File: src/rtl/vga_scan_scheduler.sv
// ============================================================================
// vga_scan_scheduler
//
// Master timing and sequencing controller for the parallax VGA pipeline.
// Generates the scan raster (default 832x520 total, 640x480 visible), the
// sync/enable decode, line and frame strobes, and owns the per-layer
// horizontal scroll offsets consumed by the parallax layer datapath.
//
// Optional feature macro: VGA_SCROLL_EN
//   defined   : scroll scheduler and frame counter present; both advance once
//               per frame on the frame_start cycle unless freeze is high.
//   undefined : scroll_offsets and frame_count are tied to zero and freeze is
//               ignored. Timing outputs are identical in both builds.
//
// Ports:
//   clk            in   pixel clock
//   reset          in   asynchronous, active-low reset
//   freeze         in   holds scroll offsets / frame_count at frame boundary
//   hsync          out  horizontal sync, active low
//   vsync          out  vertical sync, active low (whole line incl. h-blank)
//   display_on     out  1 inside the visible window
//   x, y           out  current horizontal / vertical counter values
//   line_start     out  1-cycle pulse when x == 0
//   frame_start    out  1-cycle pulse at x == 0, y == V_VISIBLE
//   frame_count    out  frames completed (wraps at 16 bits)
//   scroll_offsets out  layer i at bits [i*SCROLL_W +: SCROLL_W]
// ============================================================================
module vga_scan_scheduler #(
    parameter int unsigned H_VISIBLE = 640,
    parameter int unsigned H_FRONT   = 24,
    parameter int unsigned H_SYNC    = 64,
    parameter int unsigned H_BACK    = 104,
    parameter int unsigned V_VISIBLE = 480,
    parameter int unsigned V_FRONT   = 9,
    parameter int unsigned V_SYNC    = 3,
    parameter int unsigned V_BACK    = 28,
    parameter int unsigned LAYERS    = 4,
    parameter int unsigned SCROLL_W  = 10
) (
    input  logic                         clk,
    input  logic                         reset,
    input  logic                         freeze,
    output logic                         hsync,
    output logic                         vsync,
    output logic                         display_on,
    output logic [9:0]                   x,
    output logic [9:0]                   y,
    output logic                         line_start,
    output logic                         frame_start,
    output logic [15:0]                  frame_count,
    output logic [LAYERS*SCROLL_W-1:0]   scroll_offsets
);

    // ------------------------------------------------------------------
    // Raster geometry
    // ------------------------------------------------------------------
    localparam int unsigned H_TOTAL = H_VISIBLE + H_FRONT + H_SYNC + H_BACK;
    localparam int unsigned V_TOTAL = V_VISIBLE + V_FRONT + V_SYNC + V_BACK;

    localparam logic [9:0] H_LAST     = 10'(H_TOTAL - 1);
    localparam logic [9:0] H_VIS_END  = 10'(H_VISIBLE);
    localparam logic [9:0] HS_START   = 10'(H_VISIBLE + H_FRONT);
    localparam logic [9:0] HS_END     = 10'(H_VISIBLE + H_FRONT + H_SYNC);

    localparam logic [9:0] V_LAST     = 10'(V_TOTAL - 1);
    localparam logic [9:0] V_VIS_END  = 10'(V_VISIBLE);
    localparam logic [9:0] VS_START   = 10'(V_VISIBLE + V_FRONT);
    localparam logic [9:0] VS_END     = 10'(V_VISIBLE + V_FRONT + V_SYNC);

    // ------------------------------------------------------------------
    // Scan counters
    // ------------------------------------------------------------------
    logic [9:0] h_q, h_d;
    logic [9:0] v_q, v_d;

    always_comb begin
        h_d = h_q + 10'd1;
        v_d = v_q;
        if (h_q == H_LAST) begin
            h_d = '0;
            if (v_q == V_LAST) begin
                v_d = '0;
            end else begin
                v_d = v_q + 10'd1;
            end
        end
    end

    // ------------------------------------------------------------------
    // Output decode from next-state counters, so the registered outputs
    // line up with the registered counter values in the same cycle.
    // ------------------------------------------------------------------
    logic hsync_q,       hsync_d;
    logic vsync_q,       vsync_d;
    logic display_on_q,  display_on_d;
    logic line_start_q,  line_start_d;
    logic frame_start_q, frame_start_d;

    always_comb begin
        hsync_d       = !((h_d >= HS_START) && (h_d < HS_END));
        vsync_d       = !((v_d >= VS_START) && (v_d < VS_END));
        display_on_d  = (h_d < H_VIS_END) && (v_d < V_VIS_END);
        line_start_d  = (h_d == '0);
        frame_start_d = (h_d == '0) && (v_d == V_VIS_END);
    end

    // Reset parks the raster at the first blank line with no strobes; the
    // first pulses appear only when the counters naturally reach them.
    always_ff @(posedge clk or negedge reset) begin
        if (!reset) begin
            h_q           <= '0;
            v_q           <= V_VIS_END;
            hsync_q       <= 1'b1;
            vsync_q       <= 1'b1;
            display_on_q  <= 1'b0;
            line_start_q  <= 1'b0;
            frame_start_q <= 1'b0;
        end else begin
            h_q           <= h_d;
            v_q           <= v_d;
            hsync_q       <= hsync_d;
            vsync_q       <= vsync_d;
            display_on_q  <= display_on_d;
            line_start_q  <= line_start_d;
            frame_start_q <= frame_start_d;
        end
    end

    assign hsync       = hsync_q;
    assign vsync       = vsync_q;
    assign display_on  = display_on_q;
    assign x           = h_q;
    assign y           = v_q;
    assign line_start  = line_start_q;
    assign frame_start = frame_start_q;

    // ------------------------------------------------------------------
    // Scroll scheduler
    // ------------------------------------------------------------------
`ifdef VGA_SCROLL_EN
    logic [SCROLL_W-1:0] off_q [LAYERS];
    logic [SCROLL_W-1:0] off_d [LAYERS];
    logic [15:0]         fc_q, fc_d;

    // Update lands on the edge that ends the frame_start cycle, i.e. at the
    // top of vertical blanking, so offsets never move inside the visible area.
    always_comb begin
        fc_d = fc_q;
        for (int unsigned i = 0; i < LAYERS; i++) begin
            off_d[i] = off_q[i];
        end
        if (frame_start_q && !freeze) begin
            fc_d = fc_q + 16'd1;
            for (int unsigned i = 0; i < LAYERS; i++) begin
                off_d[i] = off_q[i] + SCROLL_W'(i + 1);
            end
        end
    end

    always_ff @(posedge clk or negedge reset) begin
        if (!reset) begin
            fc_q <= '0;
            for (int unsigned i = 0; i < LAYERS; i++) begin
                off_q[i] <= '0;
            end
        end else begin
            fc_q <= fc_d;
            for (int unsigned i = 0; i < LAYERS; i++) begin
                off_q[i] <= off_d[i];
            end
        end
    end

    assign frame_count = fc_q;

    for (genvar g = 0; g < LAYERS; g++) begin : g_pack
        assign scroll_offsets[g*SCROLL_W +: SCROLL_W] = off_q[g];
    end
`else
    logic unused_freeze;

    assign unused_freeze  = freeze;
    assign frame_count    = '0;
    assign scroll_offsets = '0;
`endif

endmodule

File: config.mk
export PLATFORM = sky130hd
export DESIGN_NAME = vga_scan_scheduler
export DESIGN_NICKNAME = d
export VERILOG_FILES = /design/src/rtl/vga_scan_scheduler.sv
export SDC_FILE = /design/constraint.sdc
export NUM_CORES = 1
export LEC_CHECK = 0
export CAP_MARGIN = 20
export CORE_MARGIN = 4
export CORE_UTILIZATION = 44
export CTS_BUF_LIST = sky130_fd_sc_hd__clkbuf_8
export CTS_CLUSTER_SIZE = 28
export DETAILED_ROUTE_END_ITERATION = 10
export PLACE_DENSITY = 0.79
export SETUP_SLACK_MARGIN = 0.4
export SKIP_CTS_REPAIR_TIMING = 1
export SLEW_MARGIN = 20
export SYNTH_ARGS = -nofsm -noshare
export SYNTH_HDL_FRONTEND = slang
export SYNTH_SLANG_ARGS = --single-unit
File: constraint.sdc
create_clock -name clk -period 2.41 [get_ports clk]
set_input_delay 0.241 -clock clk [delete_from_list [all_inputs] [get_ports clk]]
set_output_delay 0.241 -clock clk [all_outputs]
set_load 0.03 [all_outputs]
======== Yosys cells after proc, flatten, opt, wreduce, memory -nomap -nowiden ========
Index checks and enable logic that the tools add are counted.
operators by class
  eq/ne operators ......................... 3
  $add $sub $neg .......................... 2
  mux-type cells .......................... 3
  reductions and logical operators ........ 7
  order comparisons ....................... 6
operators with widths
  kind                                                         count
  2-to-1 mux 10 bit                                            3
  adder 10 x 1 -> 10 bit, second input constant                2
  == test 10 bit, second input constant                        2
  less-than comparator 10 bit, second input constant           2
  less-than comparator 10 x 9 -> 1 bit, second input constant  2
  == test 10 x 9 -> 1 bit, second input constant               1
  >= comparator 10 bit, second input constant                  1
  >= comparator 10 x 9 -> 1 bit, second input constant         1
  logical NOT 10 bit                                           1
  logical AND 1 bit                                            4
  logical NOT 1 bit                                            2
word-level totals
  input port bits ......................... 3
  logic and storage cells ................. 28
  output and inout bits ................... 81
  register bits ........................... 25

======== Logic depth before layout (Yosys ltp) ========
Gate-level depths: netlist of the first run.
  word-level depth ........................ 6
  mapped depth ............................ 7

======== Worst setup path after synthesis of the first run ========
OpenSTA, ideal clock, no wires.
  path type ............................... register to register
  start ................................... reg h_q[0] (netlist: x[0])
  end ..................................... reg frame_start_q (netlist: frame_start)
  path slack .............................. 0.166 ns
  cell stages (with the launch flop) ...... 7
  period minus slack after synthesis ...... 2.244 ns
  data arrival time ....................... 2.176 ns
  path through ............................ dfrtp_1 > ha_1 > nand2_4 > or4_4 > a311oi_2 > o2111a_1 > and4_1
between the ends
  word-level cells in the longest chain between the ends .. 4
  elaborated cells between the ends (all ways) .. 7
  those cells by class .................... add/sub: 1; eq/ne: 2; mux: 2; reduce/logical: 2
ends and longest elaborated chain
  item                                                                  line    RTL
  start, declared                                                       73      logic [9:0] h_q, h_d;
  start signal, assigned                                                111     h_q <= '0;
  start signal, assigned                                                119     h_q <= h_d;
  adder 10 x 1 -> 10 bit / == test 10 bit (equally long branches)       77, 79
  2-to-1 mux 10 bit                                                     79      if (h_q == H_LAST) begin
  logical NOT 10 bit / == test 10 x 9 -> 1 bit (equally long branches)  104     frame_start_d = (h_d == '0) && (v_d == V_VIS_END);
  logical AND 1 bit *                                                   104
  via frame_start_d                                                     97      logic frame_start_q, frame_start_d;
  end signal, assigned                                                  125     frame_start_q <= frame_start_d;
  end, declared                                                         97
The timed path passes the listed nets; every way through them passes the cells marked *.

======== Worst setup path in the final report of the first run ========
Ends and elaborated chain as after synthesis.

==> results of run 1 <==
==> cell usage in the layout, fill, tap and decap left out, types with 2 or more instances in the layout <==
master / count
nand3_4: 2
nand3_1: 8
inv_1: 7
dfrtp_2: 11
clkbuf_8: 3
and2_1: 2
conb_1: 56
o22ai_1: 2
a31oi_1: 2
and3_2: 3
xor2_1: 3
nand2_1: 6
a21o_1: 2
a21oi_1: 6
buf_4: 12
dfrtp_1: 8
nor4_1: 3
dfstp_2: 6
o31ai_1: 3
nor2_1: 10
and3_1: 3
and4_1: 3
clkdlybuf4s50_1: 26
nand4_1: 9
nor3b_1: 2
or3_1: 3
nor3_1: 2
xnor2_1: 7
o21ai_0: 7
==> path summary, 6_finish.rpt <==
path,startpoint,endpoint,slack (ns),depth (start not counted)
max reg2reg,x[0],frame_start,0.44,6
max in group asynchronous,reset,vsync,1.79,2
min reg2reg,y[7],y[7],0.51,1
min in group clk,y[7],y[7],0.51,1
min,reset,x[5],0.32,2
max,x[0],frame_start,0.44,6
==> state kept, by name (all words and copies together), names as in the netlist <==
name	count
hsync	1
frame_start	1
line_start	1
x	10
vsync	1
display_on	1
y	10
==> area by class of cell <==
class,count,area [um2]
clock buffer,3,41.3
tap,50,62.6
sequential,25,647
multi-input combinational,170,1060
fill,383,1930
timing repair buffer,38,350
inverter,6,22.5
clock inverter,1,3.75
==> cells by family after synthesis <==
logic type               Yosys count
buffers and inverters             70
AND/OR/NAND/NOR                   69
AO/OA/AOI/OAI                     32
flip-flops                        25
XOR/XNOR                          10
adder cells (fa/ha/maj)            2
other                              1
multiplexers                       1
==> per-stage QoR <==
| stage | hold WS, ns | util, % | power, uW | area (um2) | cells |
|---|---|---|---|---|---|
| global route | 0.347 | 53.1 | 824 | 2190 | 293 |
| finish | 0.319 | 53.1 | 788 | 2190 | 293 |
| floorplan | -0.0546 | - | 611 | 2160 | 265 |
| CTS | 0.332 | 50.4 | 789 | 2080 | 286 |
| global placement | 0.501 | 49.3 | 551 | 2030 | 282 |
| detailed placement | 0.501 | 49.3 | 551 | 2030 | 282 |
==> worst max-delay path: stages, from the launching register on <==
cell	delay, ns
dfrtp_2	0.43
ha_4	0.19
nand2_4	0.08
or4_4	0.51
a311oi_4	0.27
o2111a_1	0.23
and4_1	0.18
==> power by group <==
group / internal [uW] / switching [uW] / total [uW]
sequential: 419 / 0 / 419
clock: 114 / 128 / 242
combinational: 2.48 / 124 / 126
total: 536 / 252 / 788
==> layer usage <==
metal	share of wire [%]	vias to the layer above	GRT usage, %	routed length, um
li1	-	704	-	-
met1	40	691	19.1	1610
met2	50	79	21.0	2010
met3	9.1	5	2.03	366
met4	1.4	0	6.52	58
met5	0	-	0	0
==> impl_metrics.env, run 1 <==
export IMPL_setup_violations_final=0
export IMPL_drv_slew=0
export IMPL_grt_pass1_wl_um=5950
export IMPL_synthXorXnorAreaFrac_pct=4.53
export IMPL_fp_dieW_um=74.3
export IMPL_fmax_ghz=0.507
export IMPL_dp_hpwl_um=2870
export IMPL_drive_gt1_share_pct=20.6
export IMPL_slew_headroom_pct=64.9
export IMPL_leakage_uw=0.000930
export IMPL_ir_drop_v=0.000182
export IMPL_synthTopCellsByCount="buf_4 (59), dfrtp_1 (19), nor2_1 (10), nand4_1 (9), nand3_1 (8)"
export IMPL_finalWeightedCongestion=0.858
export IMPL_critPathKind="reg -> reg"
export IMPL_coreArea_mm2=0.00412
export IMPL_syn_inst=210
export IMPL_synthSimpleGateAreaFrac_pct=23.1
export IMPL_cp_start_kind="flip-flop"
export IMPL_synth_top_family_by_area="buffers and inverters"
export IMPL_min_path_type="in -> async"
export IMPL_std_cell_rows=23
export IMPL_die_area_mm2=0.00551
export IMPL_critPathArrivalTime_ns=2.17
export IMPL_required_ns=2.61
export IMPL_synth_area_mm2=0.00193
export IMPL_ys_seq_area_share_pct=32.8
export IMPL_power_density_mw_per_mm2=360
export IMPL_rsz0062_at_grt="no"
export IMPL_ios=84
export IMPL_worstMarginPinSlew_ns=0.522
export IMPL_synth_compound_area_share_pct=11.2
export IMPL_pre_cts_ws_ns=0.330
export IMPL_fin_nets=249
export IMPL_synth_adder_area_share_pct=1.30
export IMPL_yosysTopAreaCellShare_pct=24.6
export IMPL_grt_max_degree=26
export IMPL_synth_cell_types=51
export IMPL_tns_ns=0
export IMPL_synth_edff_count=0
export IMPL_fp_dieH_um=74.3
export IMPL_wl_per_cell_um=13.8
export IMPL_clock_sinks=25
export IMPL_path_max_fanout=7
export IMPL_synth_most_common_cell="buf_4"
export IMPL_drc=0
export IMPL_run_status="completed"
export IMPL_ys_ff_latch=25
export IMPL_gr_total_overflow=0
export IMPL_num_vias=1479
export IMPL_synthMuxAreaShare_pct=0.583
export IMPL_htree_levels=1
export IMPL_ys_warnings_count=0
export IMPL_synth_area_leaders="dfrtp_1 (25%), buf_4 (23%), dfstp_2 (8.2%), xnor2_1 (3.2%), nand4_1 (2.9%)"
export IMPL_ant_nets=0
export IMPL_cts_max_path_buffers=2
export IMPL_antenna_found_initial=0
export IMPL_grt_usage_pct=13.7
export IMPL_initial_core_util_pct=46.9
export IMPL_worst_slack_ns=0.438
export IMPL_end_kind="flip-flop"
export IMPL_fin_crit_ns=1.97
export IMPL_numCtsBuffers=3
export IMPL_antennaDiodeCount=0
export IMPL_synthFlopType="dfrtp_1"
export IMPL_port_buffer_count=26
export IMPL_syn2layout_area_growth_pct=13.2
export IMPL_cap_viol_max_count=0
export IMPL_routed_wl_um=4040
export IMPL_synth_top_area_cell="dfrtp_1"
export IMPL_async_flop_share_pct=100
export IMPL_clock_skew_ns=0.0102
export IMPL_cts_tree="built"
export IMPL_drt_iter0_drc=148
export IMPL_avgSynthCellArea_um2=9.20
export IMPL_first_pass_iters=4
export IMPL_path_clk_slew_ns=0.09
export IMPL_root_buffer="clkbuf_8"
export IMPL_post_route_period_util_pct=81.8
export IMPL_via_per_inst=5.05
export IMPL_grt_pass1_vias=1253
export IMPL_finalHoldViolations=0
export IMPL_clock_latency_ns=0.27
No activity file was read; power rests on OpenSTA's default activity.
==> run 2, diff against run 1 <==
Settings changed: CORE_UTILIZATION 44 to 40, PLACE_DENSITY 0.79 to 0.76.
Clock period 2.41 ns to 1.68 ns, I/O delays scaled along.
==> run 2 against run 1 <==
  * Highest routed layer unchanged
  * The flow now finishes with violations (negative setup slack)
  * First-iteration DRC count fell by 25%
  * Register-to-register slack worse by 0.60 ns
  * Critical path type unchanged
  * Setup slack got worse by 0.60 ns
  * Largest cell class unchanged
==> impl_metrics.env, run 2 (synthesis results as in run 1) <==
export IMPL_worst_slack_ns=-0.159
export IMPL_ir_drop_v=0.000265
export IMPL_die_area_mm2=0.00601
export IMPL_antennaDiodeCount=0
export IMPL_finalWeightedCongestion=0.849
export IMPL_routed_wl_um=5300
export IMPL_fp_dieH_um=77.5
export IMPL_power_switching_uw=395
export IMPL_clock_skew_ns=0.00215
export IMPL_cp_top_family="simple AND/OR/NAND/NOR gates"
export IMPL_whs_ns=0.242
export IMPL_root_buffer="clkbuf_8"
export IMPL_cp_cell_sequence="ha_4 > nand2_4 > or4_4 > a311oi_4 > o2111a_1 > and4_1"
export IMPL_coreArea_mm2=0.00469
export IMPL_post_route_period_util_pct=109
export IMPL_ios=84
export IMPL_numCtsBuffers=3
export IMPL_cp_start_kind="flip-flop"
export IMPL_grt_max_degree=26
export IMPL_cts_tree="built"
export IMPL_reg2reg_to="frame_start"
export IMPL_tns_ns=-0.409
export IMPL_first_pass_iters=4
export IMPL_fin_crit_ns=1.84
export IMPL_via_per_inst=5.10
export IMPL_setup_violations_final=5
export IMPL_antenna_found_initial=0
export IMPL_rsz0062_at_grt="yes"
export IMPL_syn2layout_area_growth_pct=41.2
export IMPL_intPower_uw=772
export IMPL_drive_gt1_share_pct=47.2
export IMPL_rr_worst_depth=6
export IMPL_p_comb_share_pct=15.5
export IMPL_initial_core_util_pct=41.2
export IMPL_grt_usage_pct=14.5
export IMPL_cap_viol_max_count=0
export IMPL_power_density_mw_per_mm2=428
export IMPL_utilization_pct=58.1
export IMPL_htree_levels=1
export IMPL_finalHoldViolations=0
export IMPL_path_max_fanout=6
export IMPL_r2r_start="x[1]"
export IMPL_clock_latency_ns=0.28
export IMPL_required_ns=1.90
export IMPL_dp_hpwl_um=3490
export IMPL_fin_nets=292
export IMPL_end_kind="flip-flop"
export IMPL_path_clk_slew_ns=0.10
export IMPL_min_path_type="in -> async"
export IMPL_final_common_cell="conb_1"
export IMPL_num_vias=1735
export IMPL_swShare_pct=33.8
export IMPL_drt_iter0_drc=111
export IMPL_clock_sinks=25
export IMPL_grt_pass1_vias=1556
export IMPL_p_clk_share_pct=32.9
export IMPL_critPathKind="reg -> reg"
export IMPL_gr_total_overflow=0
export IMPL_std_cell_rows=25
export IMPL_grt_pass1_wl_um=7150
export IMPL_leakage_uw=0.00135
export IMPL_p_seq_share_pct=51.6
export IMPL_drc=0
export IMPL_port_buffer_count=26
export IMPL_violations="negative setup slack"
export IMPL_drv_slew=0
export IMPL_final_cell_mix="conb_1 (56), buf_4 (46), buf_6 (15), dfrtp_2 (15), dlymetal6s2s_1 (11)"
export IMPL_max_stage_delay_ns=0.45
export IMPL_fp_dieW_um=77.5
export IMPL_fillers=383
export IMPL_slowest_stage="or4_4"
export IMPL_ant_nets=0
export IMPL_run_status="finished with violations"
export IMPL_cts_max_path_buffers=2
export IMPL_critPathArrivalTime_ns=2.06
export IMPL_wl_per_cell_um=15.6
export IMPL_r2r_slack_ns=-0.16
export IMPL_fmax_ghz=0.544
export IMPL_crit_buf_inv=0
-- run 2: cell count changes in the layout (fill, tap and decap cells not counted), moves of 7 or more --
cell,previous run,this run
buf_6,0,15
buf_4,12,46
clkdlybuf4s50_1,26,1
clkbuf_2,0,7
dlymetal6s2s_1,0,11
-- run 2: worst register-to-register path: stages (launching register included) --
cell      delay (ns)
dfrtp_2         0.40
ha_4            0.19
nand2_4         0.07
or4_4           0.45
a311oi_4        0.28
o2111a_1        0.23
and4_1          0.17
-- run 2: worst max-delay path by stage --
stage | startpoint | endpoint | slack (ns) | cells past startpoint
2_1_floorplan | x[4] | frame_start | -0.21 | 6
3_3_place_gp | x[7] | vsync | -0.11 | 6
3_5_place_dp | x[7] | vsync | -0.19 | 6
4_1_cts | x[7] | vsync | -0.23 | 6
5_1_grt | x[9] | frame_start | -0.23 | 6
6_report | x[1] | frame_start | -0.16 | 6
-- run 2: cell type report --
| class | count | area [um2] | share of cell area (%) |
|---|---|---|---|
| clock buffer | 3 | 41.3 | 1.51 |
| clock inverter | 1 | 5.00 | 0.183 |
| inverter | 6 | 22.5 | 0.826 |
| multi-input combinational | 170 | 1230 | 45.3 |
| sequential | 25 | 652 | 23.9 |
| tap | 54 | 67.6 | 2.48 |
| timing repair buffer | 81 | 704 | 25.8 |
-- run 2: per-stage QoR --
stage / setup WS (ns) / instances / power (uW) / cell area (um2)
2_1_floorplan: -0.210 / 265 / 876 / 2230
3_3_place_gp: -0.113 / 330 / 791 / 2430
3_5_place_dp: -0.187 / 330 / 791 / 2430
4_1_cts: -0.226 / 334 / 1150 / 2480
5_1_grt: -0.234 / 340 / 1190 / 2730
6_report: -0.159 / 340 / 1170 / 2730
-- run 2: power groups by stage --
stage	registers, uW	logic (uW)	clock network, uW
2_1_floorplan	613	263	0
3_3_place_gp	613	178	0
3_5_place_dp	613	178	0
4_1_cts	602	178	373
5_1_grt	602	190	397
6_report	602	181	384
-- run 2: per-layer routing --
| layer | part of all wire (%) | track usage, % |
|---|---|---|
| met1 | 41 | 17.7 |
| met2 | 50 | 26.1 |
| met3 | 6.2 | 2.09 |
| met4 | 2.1 | 4.63 |
| met5 | 0 | 0 |
==> run 3, diff against run 2 <==
Settings changed: SETUP_SLACK_MARGIN 0.4 to unset.
==> run 3 against run 2 <==
  * The flow still finishes with violations (negative setup slack)
  * First-iteration DRC count grew 36%
  * Critical endpoint is now vsync
  * Clock-buffer cell count is the same
  * Die area unchanged
  * Non-clock buffer count shrank 12
==> impl_metrics.env, run 3 (synthesis results as in run 1) <==
export IMPL_drc=0
export IMPL_path_max_fanout=5
export IMPL_cp_start_kind="flip-flop"
export IMPL_whs_ns=0.251
export IMPL_dp_hpwl_um=3270
export IMPL_min_path_type="in -> async"
export IMPL_fin_crit_ns=1.75
export IMPL_finalNonFillerCells=328
export IMPL_std_cell_rows=25
export IMPL_p_seq_share_pct=52.8
export IMPL_p_clk_share_pct=31.3
export IMPL_rr_worst_depth=7
export IMPL_p_comb_share_pct=15.8
export IMPL_critPathArrivalTime_ns=1.96
export IMPL_drt_iter0_drc=151
export IMPL_place_area_mm2=0.00233
export IMPL_root_buffer="clkbuf_8"
export IMPL_fp_dieH_um=77.5
export IMPL_final_common_cell="conb_1"
export IMPL_fin_area_mm2=0.00249
export IMPL_slowest_stage="dfrtp_2"
export IMPL_grt_usage_pct=13.9
export IMPL_intPower_uw=771
export IMPL_endpoint="vsync"
export IMPL_power_density_mw_per_mm2=458
export IMPL_coreArea_mm2=0.00469
export IMPL_antenna_found_initial=0
export IMPL_leakage_uw=0.00132
export IMPL_swShare_pct=32.3
export IMPL_cp_cell_sequence="nand4bb_1 > buf_4 > nor3_4 > buf_4 > nand3_1 > a21boi_0 > nand4b_1"
export IMPL_cts_max_path_buffers=2
export IMPL_ant_nets=0
export IMPL_worst_slack_ns=-0.0737
export IMPL_max_stage_delay_ns=0.44
export IMPL_fp_dieW_um=77.5
export IMPL_initial_core_util_pct=41.2
export IMPL_cts_tree="built"
export IMPL_gr_total_overflow=0
export IMPL_run_status="finished with violations"
export IMPL_violations="negative setup slack"
export IMPL_grt_max_degree=26
export IMPL_ios=84
export IMPL_r2r_slack_ns=-0.07
export IMPL_power_uw=1140
export IMPL_htree_levels=1
export IMPL_via_per_inst=4.87
export IMPL_wl_per_cell_um=13.1
export IMPL_syn2layout_area_growth_pct=28.9
export IMPL_setup_violations_final=4
export IMPL_power_switching_uw=368
export IMPL_clock_skew_ns=0.00401
export IMPL_finalWeightedCongestion=0.853
export IMPL_post_route_period_util_pct=104
export IMPL_grt_pass1_wl_um=6880
export IMPL_cap_viol_max_count=0
export IMPL_routed_wl_um=4300
export IMPL_first_pass_iters=6
export IMPL_die_area_mm2=0.00601
export IMPL_numCtsBuffers=3
export IMPL_worst_path_most_repeated_cell="buf_4"
export IMPL_drive_gt1_share_pct=32.5
export IMPL_port_buffer_count=26
export IMPL_clock_latency_ns=0.27
export IMPL_critPathKind="reg -> reg"
export IMPL_end_kind="flip-flop"
export IMPL_path_clk_slew_ns=0.09
export IMPL_antennaDiodeCount=0
export IMPL_startpoint="x[7]"
export IMPL_num_vias=1596
export IMPL_finalHoldViolations=0
export IMPL_r2r_start="x[7]"
export IMPL_fmax_ghz=0.570
export IMPL_rsz0062_at_grt="yes"
export IMPL_required_ns=1.89
export IMPL_fin_nets=280
export IMPL_final_cell_mix="conb_1 (56), buf_4 (43), dlymetal6s2s_1 (14), clkdlybuf4s50_1 (12), dfrtp_2 (11)"
export IMPL_drv_slew=0
export IMPL_grt_pass1_vias=1451
export IMPL_reg2reg_to="vsync"
export IMPL_ir_drop_v=0.000231
export IMPL_clock_sinks=25
export IMPL_dp_cells=323
## run 3: changes by cell type in the layout (fill, tap and decap cells not counted), moves of 3 or more
cell	previous run	this run
dfrtp_2	15	11
o21ai_0	3	7
buf_6	15	0
dlymetal6s2s_1	11	14
buf_4	46	43
clkbuf_2	7	0
clkdlybuf4s50_1	1	12
dfrtp_1	4	8
nor2_1	7	10
## run 3: final cells by class
type                    instances  area (um2)
well taps                      54        67.6
repair buffers                 69         618
clock buffers                   3        41.3
inverters                       6        22.5
flip-flops and latches         25         647
multi-input cells             170        1090
fillers                       409        2200
clock inverters                 1        5.00
## run 3: worst min-delay path by stage
stage / to / slack, ns / cells past startpoint
global route: y[4] / 0.30 / 2
finish: x[6] / 0.25 / 2
floorplan: display_on / -0.13 / 0
global placement: x[1] / 0.51 / 1
CTS: x[8] / 0.27 / 2
detailed placement: x[1] / 0.52 / 1
## run 3: per-stage QoR
stage          setup TNS (ns)  util [%]  setup WS [ns]
6_report               -0.229      53.1        -0.0737
5_1_grt                -0.780      53.1         -0.176
4_1_cts                -0.778      50.6         -0.146
3_5_place_dp           -0.340      49.7         -0.118
3_3_place_gp           -0.208      49.7        -0.0771
2_1_floorplan          -0.721         -         -0.210
## run 3: critical path, delay by kind of cell, from the launching register on
| family | cells | cell delay (ns) |
|---|---|---|
| AOI/OAI and AO/OA | 1 | 0.23 |
| and+or+nand+nor | 4 | 0.64 |
| DFF | 1 | 0.44 |
| buffers and inverters | 2 | 0.37 |
## run 3: metal layers
layer | global-route usage [%] | vias to the layer above | part of all wire (%)
li1 | - | 758 | -
met1 | 18.9 | 762 | 44
met2 | 23.2 | 72 | 49
met3 | 2.09 | 4 | 6.5
met4 | 3.20 | 0 | 0.86
met5 | 0 | - | 0
## run 3: power groups by stage
stage / Clock (uW) / Combinational (uW) / Sequential, uW
6_report: 357 / 181 / 602
5_1_grt: 392 / 191 / 602
4_1_cts: 370 / 178 / 602
3_5_place_dp: 0 / 178 / 613
3_3_place_gp: 0 / 178 / 613
2_1_floorplan: 0 / 263 / 613
